## config.mk

```make
export PLATFORM = sky130hd
export DESIGN_NAME = load_store_unit
export DESIGN_NICKNAME = d
export VERILOG_FILES = /design/src/rtl/lsu_pkg.sv /design/src/rtl/lsu_byte_lane.sv /design/src/rtl/load_store_unit.sv
export SDC_FILE = /design/constraint.sdc
export NUM_CORES = 1
export LEC_CHECK = 0
export ABC_CLOCK_PERIOD_IN_PS = 2500
export CAP_MARGIN = 20
export CORE_ASPECT_RATIO = 0.75
export CORE_MARGIN = 2
export CORE_UTILIZATION = 36
export DETAILED_ROUTE_END_ITERATION = 16
export GPL_TIMING_DRIVEN = 0
export PLACE_DENSITY = 0.62
export SYNTH_ARGS = -nofsm -noshare
export SYNTH_HDL_FRONTEND = slang
export SYNTH_SLANG_ARGS = --single-unit
```

## constraint.sdc

```tcl
create_clock -name clk -period 2.5 [get_ports clk]
set_input_delay 0.5 -clock clk [delete_from_list [all_inputs] [get_ports clk]]
set_output_delay 0.5 -clock clk [all_outputs]
set_load 0.02 [all_outputs]
```

## src/rtl/lsu_pkg.sv

```systemverilog
// Shared encodings, FSM states and request-control payload for the load/store unit.
package lsu_pkg;

    localparam int unsigned WORD_W = 32;

    localparam logic [1:0] SIZE_BYTE = 2'd0;
    localparam logic [1:0] SIZE_HALF = 2'd1;
    localparam logic [1:0] SIZE_WORD = 2'd2;
    localparam logic [1:0] SIZE_RSVD = 2'd3;

    typedef enum logic [2:0] {
        ST_IDLE      = 3'd0,
        ST_ACCESS    = 3'd1,
        ST_RMW_READ  = 3'd2,
        ST_RMW_WRITE = 3'd3,
        ST_RESP      = 3'd4
    } lsu_state_e;

    typedef struct packed {
        logic       write;
        logic [1:0] size;
        logic       sgn;
        logic       err;
    } lsu_ctrl_t;

    // Misaligned half/word or the reserved size code.
    function automatic logic req_illegal(input logic [1:0] size, input logic [1:0] offset);
        logic bad;
        case (size)
            SIZE_BYTE: bad = 1'b0;
            SIZE_HALF: bad = offset[0];
            SIZE_WORD: bad = (offset != 2'b00);
            default:   bad = 1'b1;
        endcase
        return bad;
    endfunction

endpackage

```

## src/rtl/lsu_byte_lane.sv

```systemverilog
// Little-endian lane extraction (with optional sign extension) and lane merge for sub-word stores.
module lsu_byte_lane
    import lsu_pkg::*;
(
    input  logic [WORD_W-1:0] word_i,
    input  logic [WORD_W-1:0] store_i,
    input  logic [1:0]        offset_i,
    input  logic [1:0]        size_i,
    input  logic              signed_i,
    output logic [WORD_W-1:0] load_c_o,
    output logic [WORD_W-1:0] merge_c_o
);

    logic [4:0]  byte_sh;
    logic [4:0]  half_sh;
    logic [7:0]  byte_v;
    logic [15:0] half_v;

    always_comb begin
        byte_sh   = {offset_i, 3'b000};
        half_sh   = {offset_i[1], 4'b0000};
        byte_v    = word_i[byte_sh +: 8];
        half_v    = word_i[half_sh +: 16];
        load_c_o  = '0;
        merge_c_o = word_i;
        case (size_i)
            SIZE_BYTE: begin
                load_c_o                = {{(WORD_W-8){signed_i & byte_v[7]}}, byte_v};
                merge_c_o[byte_sh +: 8] = store_i[7:0];
            end
            SIZE_HALF: begin
                load_c_o                 = {{(WORD_W-16){signed_i & half_v[15]}}, half_v};
                merge_c_o[half_sh +: 16] = store_i[15:0];
            end
            SIZE_WORD: begin
                load_c_o  = word_i;
                merge_c_o = store_i;
            end
            default: ;
        endcase
    end

endmodule

```

## src/rtl/load_store_unit.sv

```systemverilog
// Single-outstanding load/store unit: aligned word access, read-modify-write for sub-word stores.
module load_store_unit
    import lsu_pkg::*;
#(
    parameter int unsigned ADDR_W = 32,
    parameter int unsigned DATA_W = 32
) (
    input  logic              clk,
    input  logic              reset_n,
    input  logic              req_valid,
    output logic              req_ready,
    input  logic              req_write,
    input  logic [1:0]        req_size,
    input  logic              req_signed,
    input  logic [ADDR_W-1:0] req_addr,
    input  logic [DATA_W-1:0] req_wdata,
    output logic              resp_valid,
    output logic [DATA_W-1:0] resp_rdata,
    output logic              resp_error,
    output logic [ADDR_W-1:0] mem_addr,
    input  logic [DATA_W-1:0] mem_rdata,
    output logic [DATA_W-1:0] mem_wdata,
    output logic              mem_we
);

    lsu_state_e        state_q, state_d;
    lsu_ctrl_t         ctrl_q, ctrl_d;
    logic [ADDR_W-1:0] addr_q, addr_d;
    logic [DATA_W-1:0] wdata_q, wdata_d;

    logic              req_ready_q, req_ready_d;
    logic              resp_valid_q, resp_valid_d;
    logic              resp_error_q, resp_error_d;
    logic [DATA_W-1:0] resp_rdata_q, resp_rdata_d;
    logic [ADDR_W-1:0] mem_addr_q, mem_addr_d;
    logic [DATA_W-1:0] mem_wdata_q, mem_wdata_d;
    logic              mem_we_q, mem_we_d;

    logic              accept;
    logic [DATA_W-1:0] load_c;
    logic [DATA_W-1:0] merge_c;

    lsu_byte_lane u_lane (
        .word_i    (mem_rdata),
        .store_i   (wdata_q),
        .offset_i  (addr_q[1:0]),
        .size_i    (ctrl_q.size),
        .signed_i  (ctrl_q.sgn),
        .load_c_o  (load_c),
        .merge_c_o (merge_c)
    );

    assign accept = (state_q == ST_IDLE) && req_valid && req_ready_q;

    // Next state and request capture; outputs are decoded from the state being entered.
    always_comb begin
        state_d      = state_q;
        ctrl_d       = ctrl_q;
        addr_d       = addr_q;
        wdata_d      = wdata_q;
        req_ready_d  = 1'b0;
        resp_valid_d = 1'b0;
        resp_error_d = 1'b0;
        resp_rdata_d = '0;
        mem_addr_d   = '0;
        mem_wdata_d  = '0;
        mem_we_d     = 1'b0;

        case (state_q)
            ST_IDLE: begin
                if (accept) begin
                    addr_d       = req_addr;
                    wdata_d      = req_wdata;
                    ctrl_d.write = req_write;
                    ctrl_d.size  = req_size;
                    ctrl_d.sgn   = req_signed;
                    ctrl_d.err   = req_illegal(req_size, req_addr[1:0]);
                    if (ctrl_d.err) begin
                        state_d = ST_RESP;
                    end else if (!req_write || (req_size == SIZE_WORD)) begin
                        state_d = ST_ACCESS;
                    end else begin
                        state_d = ST_RMW_READ;
                    end
                end
            end
            ST_ACCESS:    state_d = ST_RESP;
            ST_RMW_READ:  state_d = ST_RMW_WRITE;
            ST_RMW_WRITE: state_d = ST_RESP;
            ST_RESP:      state_d = ST_IDLE;
            default:      state_d = ST_IDLE;
        endcase

        case (state_d)
            ST_IDLE: req_ready_d = 1'b1;
            ST_ACCESS: begin
                mem_addr_d = {addr_d[ADDR_W-1:2], 2'b00};
                if (ctrl_d.write) begin
                    mem_we_d    = 1'b1;
                    mem_wdata_d = wdata_d;
                end
            end
            ST_RMW_READ: mem_addr_d = {addr_d[ADDR_W-1:2], 2'b00};
            // The old word is on mem_rdata during RMW_READ; register it already merged.
            ST_RMW_WRITE: begin
                mem_addr_d  = {addr_d[ADDR_W-1:2], 2'b00};
                mem_we_d    = 1'b1;
                mem_wdata_d = merge_c;
            end
            ST_RESP: begin
                resp_valid_d = 1'b1;
                resp_error_d = ctrl_d.err;
                if ((state_q == ST_ACCESS) && !ctrl_q.write) begin
                    resp_rdata_d = load_c;
                end
            end
            default: ;
        endcase
    end

    always_ff @(posedge clk or negedge reset_n) begin
        if (!reset_n) begin
            state_q      <= ST_IDLE;
            ctrl_q       <= '0;
            addr_q       <= '0;
            wdata_q      <= '0;
            req_ready_q  <= 1'b0;
            resp_valid_q <= 1'b0;
            resp_error_q <= 1'b0;
            resp_rdata_q <= '0;
            mem_addr_q   <= '0;
            mem_wdata_q  <= '0;
            mem_we_q     <= 1'b0;
        end else begin
            state_q      <= state_d;
            ctrl_q       <= ctrl_d;
            addr_q       <= addr_d;
            wdata_q      <= wdata_d;
            req_ready_q  <= req_ready_d;
            resp_valid_q <= resp_valid_d;
            resp_error_q <= resp_error_d;
            resp_rdata_q <= resp_rdata_d;
            mem_addr_q   <= mem_addr_d;
            mem_wdata_q  <= mem_wdata_d;
            mem_we_q     <= mem_we_d;
        end
    end

    assign req_ready  = req_ready_q;
    assign resp_valid = resp_valid_q;
    assign resp_error = resp_error_q;
    assign resp_rdata = resp_rdata_q;
    assign mem_addr   = mem_addr_q;
    assign mem_wdata  = mem_wdata_q;
    assign mem_we     = mem_we_q;

endmodule

```

Word level (Yosys, flattened, before mapping) --
Cells that the tools add are included.
Operators by class: $add $sub $neg 2, equality and inequality tests 11, shifts and indexed selects 6, mux-type cells 27, bitwise gates (word level) 2, reduce and logical (&&, ||, !) cells 14
Operators with widths (number):
- $mux 32 | 8
- $pmux 32 s3 | 2
- $bwmux 32 | 2
- $pmux 32 s2 | 1
- $shift 16x7->32 const A | 1
- $shift 8x7->32 const A | 1
- $shiftx 16x7->32 | 1
- $shiftx 32x6->16 | 1
- $shiftx 32x6->8 | 1
- $shiftx 8x7->32 | 1
- $neg 5->7 | 2
- $eq 3x2->1 const B | 4
- $mux 5 | 2
- $pmux 3 s3 | 1
- $eq 3x1->1 const B | 2
- $logic_not 3->1 | 2
- $mux 1 | 6
- $mux 3 | 2
- $eq 2x1->1 const B | 2
- $eq 2x2->1 const B | 2
- $logic_not 2->1 | 2
- $eq 3x3->1 const B | 1
- $logic_and 1x1->1 | 3
- $pmux 1 s3 | 1
- other kinds (9) | 11
Word-level totals: flip-flop bits (word level) 172, input bits 103

Logic depth before layout (Yosys ltp) --
Gate-level depths: netlist of run 1.
word-level depth 11, depth in mapped cells 9, mapped depth without buffers 6

Cells and area by module --
Synthesis of run 1 repeated with hierarchy kept, for this count alone.
Second synthesis, totals: cells, all modules 634, area, all modules 7947.6 um^2
Modules (own cells, without submodules):
- load_store_unit | instances 1, cells an instance 388, area each 6184.7 um^2, sequential area each 4254.1 um^2
- lsu_byte_lane | instances 1, cells an instance 246, area each 1762.9 um^2, sequential area each 0.0 um^2

Worst setup path after synthesis of run 1 --
Ideal clock, no wire load.
path type reg2reg, from reg addr_q[1], to reg mem_wdata_q[24], in the netlist mem_wdata[24], library setup time 0.083 ns, arrival 2.332 ns, required time 2.417 ns, setup slack 0.086 ns, stages on the path, launching flop included 9, path buffers 2, clock period less this slack 2.414 ns, cell sequence dfrtp_1 > buf_2 > buf_2 > clkinv_1 > ha_1 > nand2b_1 > nor4b_2 > a221oi_1 > o21ai_0
On the way: cells in the longest elaborated chain, start to end 5, elaborated cells on any way between the ends 10
Ends and longest elaborated chain:
- from (decl) | line load_store_unit.sv:28 | logic [ADDR_W-1:0] addr_q, addr_d;
- from (signal assigned) | line load_store_unit.sv:137 | addr_q <= addr_d;
- $neg 5->7 (on tied branches) | line lsu_byte_lane.sv:33, lsu_byte_lane.sv:29
- $shiftx 16x7->32, or another cell as far along | line lsu_byte_lane.sv:33 | merge_c_o[half_sh +: 16] = store_i[15:0];
- $bwmux 32 (on tied branches) | line lsu_byte_lane.sv:33, lsu_byte_lane.sv:29
- $pmux 32 s3 * | line lsu_byte_lane.sv:26 | case (size_i)
- $pmux 32 s2 * | line load_store_unit.sv:94 | case (state_d)
- net mem_wdata_d[24] | line load_store_unit.sv:36 | logic [DATA_W-1:0] mem_wdata_q, mem_wdata_d;
- to (signal assigned) | line load_store_unit.sv:144 | mem_wdata_q <= mem_wdata_d;
- to (decl) | line load_store_unit.sv:36
The timed path passes the listed nets; every way through them passes the cells marked *. A chain may end at the register's enable or synchronous reset.

Final worst setup path of run 1 --
from reg addr_q[1], to reg mem_wdata_q[29], in the netlist mem_wdata[29]
Same word-level chain as after synthesis.

==> impl_metrics.yaml, run 1 <==
worst_setup_path:
  required_ns: 2.84
  crit_type: "flip-flop to flip-flop"
  crit_fanout: 12
  critPathCaptureType: "flip-flop"
  cp_data_arrival_time_ns: 2.68
  cp-start-kind: "flip-flop"
global_route:
  met3_usage: 0.09201
  use_met1: 0.3315
  grt_use_total: 0.2233
  grt_pass1_vias: 6320
  antenna_found_initial: 0
  grt_pass1_wl_microns: 38640
  grtUsageMet2: 0.2986
  grt_max_degree: 94
  top_usage_layer: "met1"
  grt.overflow.total: 0
flow_run:
  cap_violations: 0
cells_and_area:
  drive_gt1_frac: 0.1489
  nets: 1022
  diodes: 0
  layout.cells.non_filler: 1215
  fill_cells: 1910
  area_growth_pct: 39.44
  finalInstanceArea_sq_mm: 0.01086
pwr:
  sw_frac_of_total: 0.3889
  p_sw_w: 0.004977
  p_leak_nw: 4.802
  p_comb_frac: 0.448
  power_density_mw_per_mm2: 1178
  seqPwrFrac: 0.337
  p_clk_frac: 0.216
  internal_power_w: 0.007820
  ir_drop_mv: 0.6484
floorplan:
  die_h_microns: 131.4
  rows: 46
  die_x_microns: 173.8
  coreArea_sq_mm: 0.02118
  die_area_sq_mm: 0.02284
  start_util: 0.3677
  ios: 203
logic_synthesis:
  ys.flop_type: "dfrtp_1"
  netlist_instances: 690
  synth-seq-cells: 170
  synthesis.area_sq_mm: 0.007787
  synth_seq_area_share: 0.5463
  yosysUniqueCellTypes: 52
  yosys_warnings: 0
  synth_edf_count: 0
  syn_avg_cell_area_sq_um: 11.29
  ys_async_sr_fraction: 1.000
clock_tree:
  htreeDepth: 4
  path_clk_slew_ns: 0.07
  cts_tree: "yes"
  clk_latency_ns: 0.43
  cts_root_buf: "clkbuf_16"
  ctsLongestPathBuffers: 2
  clock-sinks: 170
  cts_made_buffers: 17
place:
  gp_congestion: 0.9060
  place_area_sq_mm: 0.01019
  dp_hpwl_microns: 18350
  dp.cells: 1180
  port_buffers: 200
detailed_routing:
  num_vias: 6429
  vias_per_cell: 5.291
  wl_microns: 25080
  drtIter0Drc: 730
  firstDrtPassIters: 5
  wl_per_cell_microns: 20.65
  ant_nets: 0
  drcViolationCount: 0
sta:
  fin_crit_ns: 2.342
  tns_ns: 0
  fmax_ghz: 0.4269
  hold_viol_final: 0
  setup_viol: 0
  max-slew-margin-rel: 0.5182
  post-route-period-util: 0.9370
  worst_slew_pin_slew_ns: 0.7201
  whs_ns: 0.04962
  fin_skew_ns: 0.007889
  rsz0062_at_grt: "false"
  slew_viol_final: 0
run_status:
  status: "finished clean"
min_path:
  hp-class: "input port to asynchronous set/reset pin"
[registers in the layout, summed over array words and instances, names as in the netlist, 3 cells and up]
name and flops:
addr_q 32, ctrl_q 5, mem_addr 30, mem_wdata 32, resp_rdata 32, state_q 3, wdata_q 32
[worst paths after layout]
| path | from | slack [ns] | depth (start not counted) | endpoint |
|---|---|---|---|---|
| worst min register to register | ctrl_q[0]$_DFF_PN0_ | 0.47 | 1 | ctrl_q[0]$_DFF_PN0_ |
| min in group clk | ctrl_q[0]$_DFF_PN0_ | 0.47 | 1 | ctrl_q[0]$_DFF_PN0_ |
| worst min-delay path | reset_n | 0.05 | 1 | mem_addr[8]$_DFF_PN0_ |
| worst max register to register | addr_q[1]$_DFFE_PN0P_ | 0.16 | 9 | mem_wdata[29]$_DFF_PN0_ |
| max in group asynchronous | reset_n | 1.55 | 2 | addr_q[0]$_DFFE_PN0P_ |
| worst max-delay path | addr_q[1]$_DFFE_PN0P_ | 0.16 | 9 | mem_wdata[29]$_DFF_PN0_ |
[power by group through the flow]
stage | clock (W) | combinational [W] | sequential (W)
floorplan | 0 | 0.00313 | 0.00464
global placement | 0 | 0.00553 | 0.00432
detailed placement | 0 | 0.00558 | 0.00432
CTS | 0.00282 | 0.00566 | 0.00428
global route | 0.00295 | 0.00618 | 0.00440
finish | 0.00276 | 0.00573 | 0.00431
[synth_stat cells, types with 2 or more instances]
cell type	number	share of area
mux2i_1	11	0.014
o21a_1	31	0.030
buf_1	7	0.0034
nor2_1	22	0.011
o2bb2ai_1	6	0.0067
nand2_1	113	0.054
nor4b_1	2	0.0022
nor3_1	13	0.0084
mux2_4	25	0.048
o21ba_2	2	0.0026
a22oi_1	19	0.018
a21o_1	2	0.0019
mux2_2	19	0.027
a211o_1	15	0.017
buf_2	23	0.015
a21oi_1	46	0.030
clkbuf_1	13	0.0063
dfrtp_1	170	0.55
inv_1	11	0.0053
or2_2	2	0.0016
mux4_2	8	0.023
nor3b_1	3	0.0029
ha_1	5	0.0080
nor2b_1	2	0.0016
nand3_1	14	0.0090
nor4_4	2	0.0055
a32oi_1	9	0.010
buf_6	4	0.0058
a221oi_1	6	0.0067
buf_4	2	0.0019
nand2b_1	4	0.0032
or3b_2	2	0.0022
o21ai_0	43	0.028
a221o_1	16	0.021
[layout make-up]
| class | instances | area (sq um) | area share |
|---|---|---|---|
| sequential | 170 | 4255 | 0.3919 |
| multi-input combinational | 459 | 3259 | 0.3001 |
| timing repair buffer | 204 | 2057 | 0.1894 |
| clock buffer | 18 | 429.2 | 0.03952 |
| tap | 288 | 360.3 | 0.03318 |
| buffer | 50 | 274.0 | 0.02523 |
| clock inverter | 14 | 176.4 | 0.01625 |
| inverter | 12 | 47.55 | 0.004378 |
[worst max-delay path, stage by stage (launching register included)]
cell      delay, ns
dfrtp_1        0.38
clkbuf_4       0.23
buf_6          0.19
inv_4          0.09
ha_1           0.33
nand2b_1       0.19
nor4b_4        0.35
buf_4          0.19
a31oi_1        0.09
o21ai_0        0.19
[metrics by stage]
step	power, W	setup slack [ns]	utilization
final	0.01280	0.1576	0.5127
after CTS	0.01277	0.008063	0.5120
after detailed placement	0.009905	-0.7809	0.4809
after floorplan	0.007766	0.08552	-
after global placement	0.009851	-6.272	0.4794
after global routing	0.01353	0.007267	0.5127
[cell usage in the layout (no fill, tap or decap), types with 3 or more instances in the layout]
| cell | instances |
|---|---|
| clkdlybuf4s50_1 | 199 |
| buf_2 | 21 |
| nor3_1 | 12 |
| o21ai_0 | 42 |
| a221oi_1 | 6 |
| nand2b_1 | 4 |
| nor2_1 | 22 |
| nor3b_1 | 3 |
| buf_4 | 5 |
| o2bb2ai_1 | 6 |
| clkbuf_1 | 13 |
| inv_8 | 5 |
| ha_1 | 5 |
| inv_1 | 11 |
| mux2i_1 | 11 |
| o21a_1 | 31 |
| mux2_4 | 25 |
| dfrtp_1 | 169 |
| a221o_1 | 16 |
| a21oi_1 | 45 |
| mux4_2 | 8 |
| nand3_1 | 14 |
| buf_1 | 7 |
| inv_6 | 5 |
| a211o_1 | 15 |
| buf_6 | 5 |
| a32oi_1 | 9 |
| a22oi_1 | 19 |
| mux2_2 | 19 |
| nand2_1 | 113 |
| clkbuf_16 | 17 |
[routing by layer]
layer,part of all wire,up-vias
li1,-,2924
met1,0.46,3159
met2,0.41,315
met3,0.11,31
met4,0.018,0
met5,0,-
[cells by family after synthesis]
group / share of synthesized area
compound gates: 0.1746
simple gates: 0.1179
flops: 0.5463
mux: 0.1130
buf+inv: 0.03968
fa+ha+maj: 0.008033
other cells: 0.0004815
[what timing repair did]
| item | CTS | global route |
|---|---|---|
| setup endpoints to repair | 32 | 32 |
| setup buffers | 3 | 0 |
| resized for setup | 7 | 6 |
| hold buffers | 0 | 0 |
| gates cloned | 0 | 0 |
| pin swaps | 2 | 1 |
Power figures use the tool's default switching activity.
==> inputs of run 2 (changes only) <==
--- a/config.mk
+++ b/config.mk
@@ -8,7 +8,7 @@
 export ABC_CLOCK_PERIOD_IN_PS = 2500
 export CAP_MARGIN = 20
 export CORE_ASPECT_RATIO = 0.75
-export CORE_MARGIN = 2
+export CORE_MARGIN = 5
 export CORE_UTILIZATION = 36
 export DETAILED_ROUTE_END_ITERATION = 16
 export GPL_TIMING_DRIVEN = 0
==> impl_metrics.yaml, run 2 (synthesis results as in run 1) <==
clock_tree:
  ctsHoldBuffers: 0
  cts_made_buffers: 17
  clock-sinks: 170
  path_clk_slew_ns: 0.07
  cts_root_buf: "clkbuf_16"
  cts_tree: "yes"
  htreeDepth: 4
  clk_latency_ns: 0.45
  ctsLongestPathBuffers: 2
global_route:
  grt_pass1_vias: 6464
  grt_max_degree: 94
  grt.overflow.total: 0
  grt_use_total: 0.2097
  antenna_found_initial: 0
  grt_pass1_wl_microns: 39380
worst_setup_path:
  reg2reg_setup_slack_ns: 0.12
  cp_data_arrival_time_ns: 2.65
  critPathCaptureType: "flip-flop"
  crit_type: "flip-flop to flip-flop"
  timing.rr.end: "mem_wdata[30]$_DFF_PN0_"
  r2r_start: "addr_q[1]$_DFFE_PN0P_"
  crit_fanout: 9
  worstRegToRegCells: 6
  cp-start-kind: "flip-flop"
  required_ns: 2.78
  crit_end: "mem_wdata[30]$_DFF_PN0_"
  critPathLaunch: "addr_q[1]$_DFFE_PN0P_"
floorplan:
  coreArea_sq_mm: 0.02124
  ios: 203
  rows: 46
  die_x_microns: 179.8
  die_h_microns: 137.4
  die_area_sq_mm: 0.02470
  start_util: 0.3667
cells_and_area:
  nets: 1020
  final_common_cell: "clkdlybuf4s50_1"
  fill_cells: 1913
  layout.cells.non_filler: 1213
  drive_gt1_frac: 0.1470
  area_growth_pct: 39.40
  diodes: 0
  final_util: 0.5111
  layout_common_cells: "199 x clkdlybuf4s50_1, 170 x dfrtp_1, 113 x nand2_1, 45 x a21oi_1, 42 x o21ai_0"
pwr:
  p_sw_w: 0.005026
  sw_frac_of_total: 0.3911
  p_leak_nw: 4.799
  internal_power_w: 0.007825
  p_clk_frac: 0.217
  ir_drop_mv: 0.5477
  seqPwrFrac: 0.335
  power_density_mw_per_mm2: 1184
  p_comb_frac: 0.447
detailed_routing:
  drcViolationCount: 0
  drtIter0Drc: 749
  num_vias: 6503
  ant_nets: 0
  firstDrtPassIters: 5
  wl_microns: 25920
  vias_per_cell: 5.361
  wl_per_cell_microns: 21.37
min_path:
  hp-class: "input port to asynchronous set/reset pin"
sta:
  fmax_ghz: 0.4209
  max-slew-margin-rel: 0.4610
  fin_skew_ns: 0.01219
  fin_crit_ns: 2.376
  worst_slew_pin_slew_ns: 0.8055
  whs_ns: 0.04487
  rsz0062_at_grt: "false"
  post-route-period-util: 0.9503
  hold_viol_final: 0
  slew_viol_final: 0
  setup_viol: 0
place:
  port_buffers: 200
  gp_congestion: 0.9195
  dp.cells: 1180
  dp_hpwl_microns: 19140
flow_run:
  cap_violations: 0
run_status:
  status: "finished clean"
==> run 2: cell count changes in the layout (fill, tap and decap cells not counted), sizes merged <==
cell and change:
clkinv +3, buf -2, clkbuf -1, clkinvlp -1
inv -1
==> run 2: worst min-delay path by stage <==
stage / startpoint / end / slack [ns]
5_1_grt: reset_n / mem_wdata[2]$_DFF_PN0_ / 0.08
2_1_floorplan: reset_n / addr_q[0]$_DFFE_PN0P_ / 0.20
6_report: reset_n / mem_wdata[2]$_DFF_PN0_ / 0.04
4_1_cts: reset_n / mem_wdata[2]$_DFF_PN0_ / 0.05
3_3_place_gp: ctrl_q[0]$_DFF_PN0_ / ctrl_q[0]$_DFF_PN0_ / 0.45
3_5_place_dp: wdata_q[24]$_DFF_PN0_ / wdata_q[24]$_DFF_PN0_ / 0.47
==> run 2: per-stage QoR <==
stage	TNS (ns)	setup WS (ns)	power, W	cell area, sq um
after floorplan	0	0.08552	0.007766	7791
after global placement	-1074.55	-6.241	0.009872	10150
after detailed placement	-17.09	-0.8337	0.009947	10190
after CTS	0	0.06385	0.01284	10840
after global routing	0	0.002054	0.01355	10860
final	0	0.1242	0.01285	10860
==> run 2: final cells by class <==
cell class / count / area, sq um / area share
Sequential cell: 170 / 4254 / 0.3919
Multi-Input combinational cell: 459 / 3256 / 0.2999
Timing Repair Buffer: 202 / 2042 / 0.1881
Clock buffer: 17 / 425.4 / 0.03919
Tap cell: 288 / 360.3 / 0.03320
Buffer: 50 / 274.0 / 0.02524
Clock inverter: 15 / 193.9 / 0.01787
Inverter: 12 / 50.05 / 0.004610
==> run 2: timing repair <==
action | 4_1_cts | 5_1_grt
endpoints found under the hold margin | 0 | 0
setup endpoints to repair | 32 | 29
resized for setup | 6 | 6
buffers inserted | 1 | 0
pin swaps | 1 | 2
==> run 2: critical path: stages, from the launching register on <==
cell and delay [ns]:
dfrtp_1 0.38, clkbuf_4 0.23, nor2b_1 0.15, clkbuf_1 0.39, o21ai_1 0.27, a222oi_1 0.60
o21ai_0 0.20
==> run 2: power by group through the flow <==
stage	Sequential, W	Combinational (W)	Clock [W]
floorplan	0.00464	0.00313	0
global placement	0.00432	0.00555	0
detailed placement	0.00433	0.00561	0
CTS	0.00430	0.00569	0.00285
global route	0.00440	0.00619	0.00296
finish	0.00431	0.00575	0.00279
==> run 2: per-layer routing <==
layer | vias up | share of wire | global-route usage | routed length (microns)
li1 | 2926 | - | - | -
met5 | - | 0 | 0 | 0
met3 | 38 | 0.11 | 0.07707 | 2937
met2 | 356 | 0.41 | 0.2894 | 10620
met4 | 0 | 0.019 | 0.05541 | 481
met1 | 3183 | 0.46 | 0.3096 | 11880
